**src/rtl/prog_tick_timer.sv**
```systemverilog
// ---------------------------------------------------------------------------
// prog_tick_timer
//
// Programmable pulse timer with prescaler. Each prescaler wrap is a "tick";
// every P ticks the main counter wraps and a one-clock pulse is emitted.
// The timer runs either periodically or as a one-shot. The configuration is
// captured only on i_start, so mid-run changes to the inputs do nothing.
//
// Ports:
//   i_clk       system clock
//   i_rst       synchronous reset, active-high
//   i_start     start/restart strobe, latches i_mode/i_period/i_prescale
//   i_stop      stop strobe, returns to IDLE (wins over i_start)
//   i_mode      0 = periodic, 1 = one-shot
//   i_period    ticks per pulse (0 selects P_RST_PERIOD)
//   i_prescale  clocks per tick minus 1
//   o_pulse     registered one-clock pulse at each period expiry
//   o_busy      high while running
//   o_done      high after a one-shot has expired
//   o_cnt       current main counter value (0 outside RUN)
// ---------------------------------------------------------------------------
module prog_tick_timer #(
  parameter int unsigned P_CNT_W      = 32,
  parameter int unsigned P_PRE_W      = 16,
  parameter int unsigned P_RST_PERIOD = 5_000_000
) (
  input  logic               i_clk,
  input  logic               i_rst,
  input  logic               i_start,
  input  logic               i_stop,
  input  logic               i_mode,
  input  logic [P_CNT_W-1:0] i_period,
  input  logic [P_PRE_W-1:0] i_prescale,
  output logic               o_pulse,
  output logic               o_busy,
  output logic               o_done,
  output logic [P_CNT_W-1:0] o_cnt
);

  localparam logic [P_CNT_W-1:0] DEF_PER  = P_CNT_W'(P_RST_PERIOD);
  localparam logic [P_CNT_W-1:0] CNT_ONE  = P_CNT_W'(1);
  localparam logic [P_PRE_W-1:0] PRE_ONE  = P_PRE_W'(1);

  typedef enum logic [1:0] {
    S_IDLE = 2'd0,
    S_RUN  = 2'd1,
    S_DONE = 2'd2
  } state_t;

  state_t             state, state_nxt;
  logic [P_PRE_W-1:0] r_pre_cnt, pre_cnt_nxt;
  logic [P_CNT_W-1:0] r_cnt, cnt_nxt;
  logic               r_mode, mode_nxt;
  logic [P_PRE_W-1:0] r_pre, pre_nxt;
  logic [P_CNT_W-1:0] r_per, per_nxt;
  logic               r_pulse, pulse_nxt;

  logic tick;
  logic last;

  // A tick only exists while running; IDLE/DONE hold the counters at zero.
  assign tick = (state == S_RUN) && (r_pre_cnt == r_pre);
  // Compare against r_per-1 so the period is exactly P ticks.
  assign last = (r_cnt == r_per - CNT_ONE);

  // NOTE: every signal driven here gets a default first, so no path leaves
  // it unassigned and no latch is inferred.
  always_comb begin
    state_nxt   = state;
    pre_cnt_nxt = r_pre_cnt;
    cnt_nxt     = r_cnt;
    mode_nxt    = r_mode;
    pre_nxt     = r_pre;
    per_nxt     = r_per;
    pulse_nxt   = 1'b0;

    if (i_stop) begin
      state_nxt   = S_IDLE;
      pre_cnt_nxt = '0;
      cnt_nxt     = '0;
    end else if (i_start) begin
      // Restart also discards an expiry that lands on this edge.
      state_nxt   = S_RUN;
      pre_cnt_nxt = '0;
      cnt_nxt     = '0;
      mode_nxt    = i_mode;
      pre_nxt     = i_prescale;
      per_nxt     = (i_period == '0) ? DEF_PER : i_period;
    end else begin
      unique case (state)
        S_RUN: begin
          pre_cnt_nxt = tick ? '0 : r_pre_cnt + PRE_ONE;
          if (tick) begin
            if (last) begin
              cnt_nxt   = '0;
              pulse_nxt = 1'b1;
              if (r_mode) state_nxt = S_DONE;
            end else begin
              cnt_nxt = r_cnt + CNT_ONE;
            end
          end
        end
        S_IDLE, S_DONE: begin
          pre_cnt_nxt = '0;
          cnt_nxt     = '0;
        end
        default: begin
          state_nxt   = S_IDLE;
          pre_cnt_nxt = '0;
          cnt_nxt     = '0;
        end
      endcase
    end
  end

  // NOTE: sequential state uses non-blocking assignments so every register
  // samples the pre-edge values regardless of statement order.
  always_ff @(posedge i_clk) begin
    if (i_rst) begin
      state     <= S_IDLE;
      r_pre_cnt <= '0;
      r_cnt     <= '0;
      r_mode    <= 1'b0;
      r_pre     <= '0;
      r_per     <= '0;
      r_pulse   <= 1'b0;
    end else begin
      state     <= state_nxt;
      r_pre_cnt <= pre_cnt_nxt;
      r_cnt     <= cnt_nxt;
      r_mode    <= mode_nxt;
      r_pre     <= pre_nxt;
      r_per     <= per_nxt;
      r_pulse   <= pulse_nxt;
    end
  end

  assign o_pulse = r_pulse;
  assign o_busy  = (state == S_RUN);
  assign o_done  = (state == S_DONE);
  assign o_cnt   = r_cnt;

endmodule

```
**config.mk**
```make
export PLATFORM = sky130hd
export DESIGN_NAME = prog_tick_timer
export DESIGN_NICKNAME = d
export VERILOG_FILES = /design/src/rtl/prog_tick_timer.sv
export SDC_FILE = /design/constraint.sdc
export NUM_CORES = 1
export LEC_CHECK = 0
export BUFFER_PORTS_ARGS = -buffer_cell sky130_fd_sc_hd__buf_2
export CORE_ASPECT_RATIO = 1.25
export CORE_MARGIN = 2
export CORE_UTILIZATION = 45
export CTS_CLUSTER_SIZE = 25
export DETAILED_ROUTE_END_ITERATION = 12
export PLACE_DENSITY = 0.66
export SETUP_SLACK_MARGIN = 0.15
export SYNTH_ARGS = -nofsm -noshare
export SYNTH_HDL_FRONTEND = slang
export SYNTH_SLANG_ARGS = --single-unit
```
**constraint.sdc**
```tcl
create_clock -name i_clk -period 3.6 [get_ports i_clk]
set_input_delay 0.54 -clock i_clk [delete_from_list [all_inputs] [get_ports i_clk]]
set_output_delay 0.54 -clock i_clk [all_outputs]
set_load 0.01 [all_outputs]
```
## After elaboration in Yosys (flattened, before gate mapping)

Index checks and enable logic that the tools add are counted.

- Add/sub/neg operators: 3
- Reduce and logical (&&, ||, !) cells: 12
- Bitwise gates (word level): 4
- Equal/unequal tests: 11
- Muxes and demuxes: 8

Operators by type and width:

| operator | count |
|---|---|
| $mux W32 | 2 |
| $add A32 B1 Y32 const B | 1 |
| $eq A32 B32 Y1 | 1 |
| $logic_not A32 Y1 | 1 |
| $sub A32 B1 Y32 const B | 1 |
| $add A16 B1 Y16 const B | 1 |
| $eq A16 B16 Y1 | 1 |
| $reduce_or A5 Y1 | 2 |
| $ne A3 B2 Y1 const B | 3 |
| $reduce_and A4 Y1 | 2 |
| $mux W2 | 3 |
| $ne A2 B1 Y1 const B | 3 |
| $not A1 Y1 | 4 |
| $pmux W2 S2 | 1 |
| $reduce_or A2 Y1 | 2 |
| $reduce_or A4 Y1 | 1 |
| $reduce_or A3 Y1 | 1 |
| $eq A2 B1 Y1 const B | 1 |
| $eq A2 B2 Y1 const B | 1 |
| $logic_not A2 Y1 | 1 |
| $mux W1 | 2 |
| $ne A2 B2 Y1 const B | 1 |
| $reduce_and A2 Y1 | 1 |
| $logic_and A1 B1 Y1 | 1 |

- Register bits after elaboration: 100
- Word-level logic and storage cells: 46
- Bits of input ports: 53
- Output and inout bits: 35

## Depth between registers and ports, before layout

- Depth in word-level cells: 6
- Depth in mapped cells: 12
- Mapped depth without buffers: 10

## Worst setup path after synthesis

OpenSTA, ideal clock, no wires.

- Path kind: reg-to-reg
- Start point: reg r_per[0]
- End point: reg r_cnt[21] (netlist: o_cnt[21])
- Cell stages (with the launch flop): 13
- Path buffers: 2
- Setup time: 141 ps
- Data required time: 3459 ps
- Path slack: 914 ps
- Data arrival time: 2545 ps
- Period minus slack after synthesis: 2686 ps
- Cell sequence: dfxtp_1 > inv_1 > ha_1 > or3b_1 > or3_1 > nor4_1 > nor2_1 > nor4_2 > nand4_1 > and4b_1 > buf_6 > buf_12 > nor3_2

- Word-level cells in the longest chain between the ends: 3

RTL lines:

| what | RTL line | source |
|---|---|---|
| start, declared | 55 | `logic [P_CNT_W-1:0] r_per, per_nxt;` |
| start signal, assigned | 133 | `r_per <= per_nxt;` |
| $sub A32 B1 Y32 | 64 | `assign last = (r_cnt == r_per - CNT_ONE);` |
| $eq A32 B32 Y1 | 64 |  |
| $mux W32 | 94 | `if (last) begin` |
| end signal, assigned | 130 | `r_cnt <= cnt_nxt;` |
| end, declared | 52 | `logic [P_CNT_W-1:0] r_cnt, cnt_nxt;` |

Every way passes these cells.
A chain may end at the register's enable or synchronous reset.

## Worst setup path in the final report

- Start point: reg r_per[4]
- End point: reg r_cnt[1] (netlist: o_cnt[1])

The elaborated chain is that of the path after synthesis.

==> flow_metrics.py <==
metrics = {
    "routing": {
        "drc": 0,
        "wire_per_inst_um": 15.8,
        "dr_total_vias": 5100,
        "routed_via_density": 5.52,
        "antenna_left": 0,
        "drtIter0Drc": 278,
        "dr.pass1.iters": 5,
        "wl_mm": 14.6,
    },
    "yosys": {
        "yosys.area_share.simple_pct": 34.8,
        "synth_top_family_by_area": "simple AND/OR/NAND/NOR gates",
        "avgSynthCellArea_um2": 8.12,
        "synthXorXnorAreaFrac_pct": 15.9,
        "synth-compound-area-share_pct": 8.02,
        "synth_edf_count": 0,
        "syn_inst": 686,
        "yosys_warnings": 0,
        "synth.ff_latch_count": 100,
        "synthAdderAreaFrac_pct": 0.674,
        "synth_cell_types": 55,
        "synth_seq_area_share_pct": 35.9,
        "synth_fp_nets": 742,
        "synth.cell_area_um2": 5570,
        "synthFlopType": "dfxtp_1",
        "synthMuxAreaShare_pct": 0.741,
        "async_flop_share_pct": 0,
    },
    "timing": {
        "rsz0062_at_grt": "no",
        "hold_slack_ns": 0.415,
        "hold_viol_final": 0,
        "maxSlewViolCount": 0,
        "final-setup-viol-count": 0,
        "period_needed_ns": 3.18,
        "finalSetupTns_ns": 0,
        "relSlewSlack_pct": 50.8,
        "fmax_mhz": 314,
        "worstMarginPinSlew_ns": 0.731,
        "final.period_utilization_pct": 88.4,
        "skew_ns": 0.00710,
    },
    "place": {
        "gp_congestion": 0.872,
        "port_buffers": 87,
        "dp_cells": 908,
        "hpwlAfterDp_mm": 10.7,
    },
    "finish": {
        "final_util_pct": 53.0,
        "layout_common_cells": "nand2_1, dfxtp_1, buf_2",
        "drive_gt1_share_pct": 20.1,
        "nNetsFinal": 811,
        "fin_cells": 924,
        "areaGrowthSynthToFinish_pct": 15.1,
        "layout_commonest_cell": "nand2_1",
        "n_antenna_cell": 0,
        "n_fill_cell": 1176,
    },
    "power": {
        "power_density_nw_per_um2": 396,
        "leakage_nw": 2.45,
        "ir_drop_mv": 0.217,
    },
    "critical_path": {
        "cp-end-kind": "register",
        "max_stage_delay_ns": 0.48,
        "arrival_ns": 3.43,
        "crit_required_ns": 3.84,
        "path_class": "register to register",
        "path_delay_family": "simple AND/OR/NAND/NOR gates",
        "start_kind": "register",
        "crit_fanout": 33,
        "cp_num_buf_inv": 1,
        "crit_path_top_delay_cell": "nand3b_1",
        "path_cells": "nor3_2 > nand3b_1 > or2_2 > nor3_1 > xnor2_1 > and4_1 > and4b_2 > buf_12 > nor4_1",
    },
    "global_route": {
        "grt_usage_pct": 22.3,
        "grt_pass1_wl_mm": 23.8,
        "grt_max_degree": 51,
        "gr-total-overflow": 0,
        "antenna_found_initial": 0,
        "grt_pass1_vias": 4785,
    },
    "clocking": {
        "cts-root-buf": "clkbuf_16",
        "clock-sinks": 100,
        "cts_made_buffers": 9,
        "post-cts-setup-buffer-count": 0,
        "postCtsResizedCells": 0,
        "tritoncts": "yes",
        "h-tree-depth": 3,
        "cts_hold_buffers": 0,
        "path_clk_slew_ns": 0.08,
        "clockBufferDepth": 2,
        "clock_latency_ns": 0.35,
    },
    "run_status": {
        "status": "finished clean",
    },
    "min_path": {
        "hold_class": "primary input to register",
    },
    "floorplan": {
        "initial_core_util_pct": 46.0,
        "die_h_um": 128,
        "io_pins": 88,
        "core-area_um2": 12100,
        "dieArea_um2": 13300,
        "die_w_um": 104,
        "num_rows": 45,
    },
    "flow_run": {
        "maxCapViolations": 0,
    },
}
## path summary, 6_finish.rpt
kind	startpoint	endpoint	slack (ns)	cells after the start
max	r_per[4]	o_cnt[1]	0.42	9
min	i_prescale[6]	r_pre[6]	0.42	3
max reg2reg	r_per[4]	o_cnt[1]	0.42	9
min reg2reg	r_pre_cnt[0]	r_pre_cnt[0]	0.47	1
## metrics by stage
step           setup WS, ns  cell area, µm²  total power, mW
6_report              0.419            6410             2.54
5_1_grt               0.171            6410             2.65
4_1_cts               0.480            6410             2.55
3_5_place_dp          0.514            6090             1.52
3_3_place_gp          0.582            6090             1.52
2_1_floorplan         0.914            5570             1.42
## state kept, by name (all words and copies together), names as in the netlist
signal and count:
o_cnt 32, o_pulse 1, r_mode 1, r_per 32, r_pre 16, r_pre_cnt 16
state 2
## worst reg2reg max path: stages, from the launching register on
cell and delay (ns):
dfxtp_1 0.38, nor3_2 0.44, nand3b_1 0.48, or2_2 0.47, nor3_1 0.23, xnor2_1 0.11, and4_1 0.21, and4b_2 0.24
buf_12 0.19, nor4_1 0.32
## synthesized netlist by cell type, drive strengths merged, types with 2 or more instances
cell type    n  share of area, %
nand2      120               8.1
dfxtp      100                36
nor2        64               4.3
xor2        61               9.6
nor3        49               7.2
a21oi       48               4.3
xnor2       40               6.3
clkbuf      29               2.0
nor4        26               3.5
nand3       23               2.1
nand4       20               2.2
and3        10               1.1
inv          8              0.54
buf          7               1.5
nand2b       6              0.67
o21ai        6              0.54
and4         5              0.79
or4          5              0.74
and2         4              0.45
nand4b       4              0.63
nor2b        4              0.45
or3          4              0.54
a31oi        3              0.34
ha           3              0.67
mux2i        3              0.54
nand3b       3              0.40
nor3b        3              0.40
o31ai        3              0.40
or2          3              0.34
a2111oi      2              0.31
a311oi       2              0.31
and4b        2              0.36
o22ai        2              0.22
## final cells by class
class,instances,area (µm²),share of cell area [%]
multi-input combinational,542,3360,52.4
clock inverter,6,78.8,1.23
inverter,8,30.0,0.468
timing repair buffer,94,500,7.80
tap,164,205,3.20
clock buffer,10,239,3.73
sequential,100,2000,31.2
## layer usage
layer  share of wire [%]  wire length, µm  vias up  GRT usage, %
li1                    -                -     2516             -
met1                  45             6510     2442          27.8
met2                  50             7260      122          39.4
met3                 3.3              484       20          2.63
met4                 2.3              335        0          9.06
met5                   0                0        -             0
## logic make-up (layout without fill, tap and decap cells)
kind of cell | Yosys count | count (layout)
xor gates and xnor gates | 101 | 101
adders and majority gates | 3 | 3
muxes | 4 | 4
buffers and inverters | 44 | 118
and+or+nand+nor | 358 | 358
AOI/OAI and AO/OA | 76 | 76
DFF | 100 | 100
## where the power goes
group	switching, mW	total [mW]	leakage, nW	internal, mW
clock	0.463	1.04	0.157	0.573
combinational	0.196	0.334	1.48	0.138
sequential	0.0355	1.17	0.812	1.13
(Power assumes the default switching activity.)
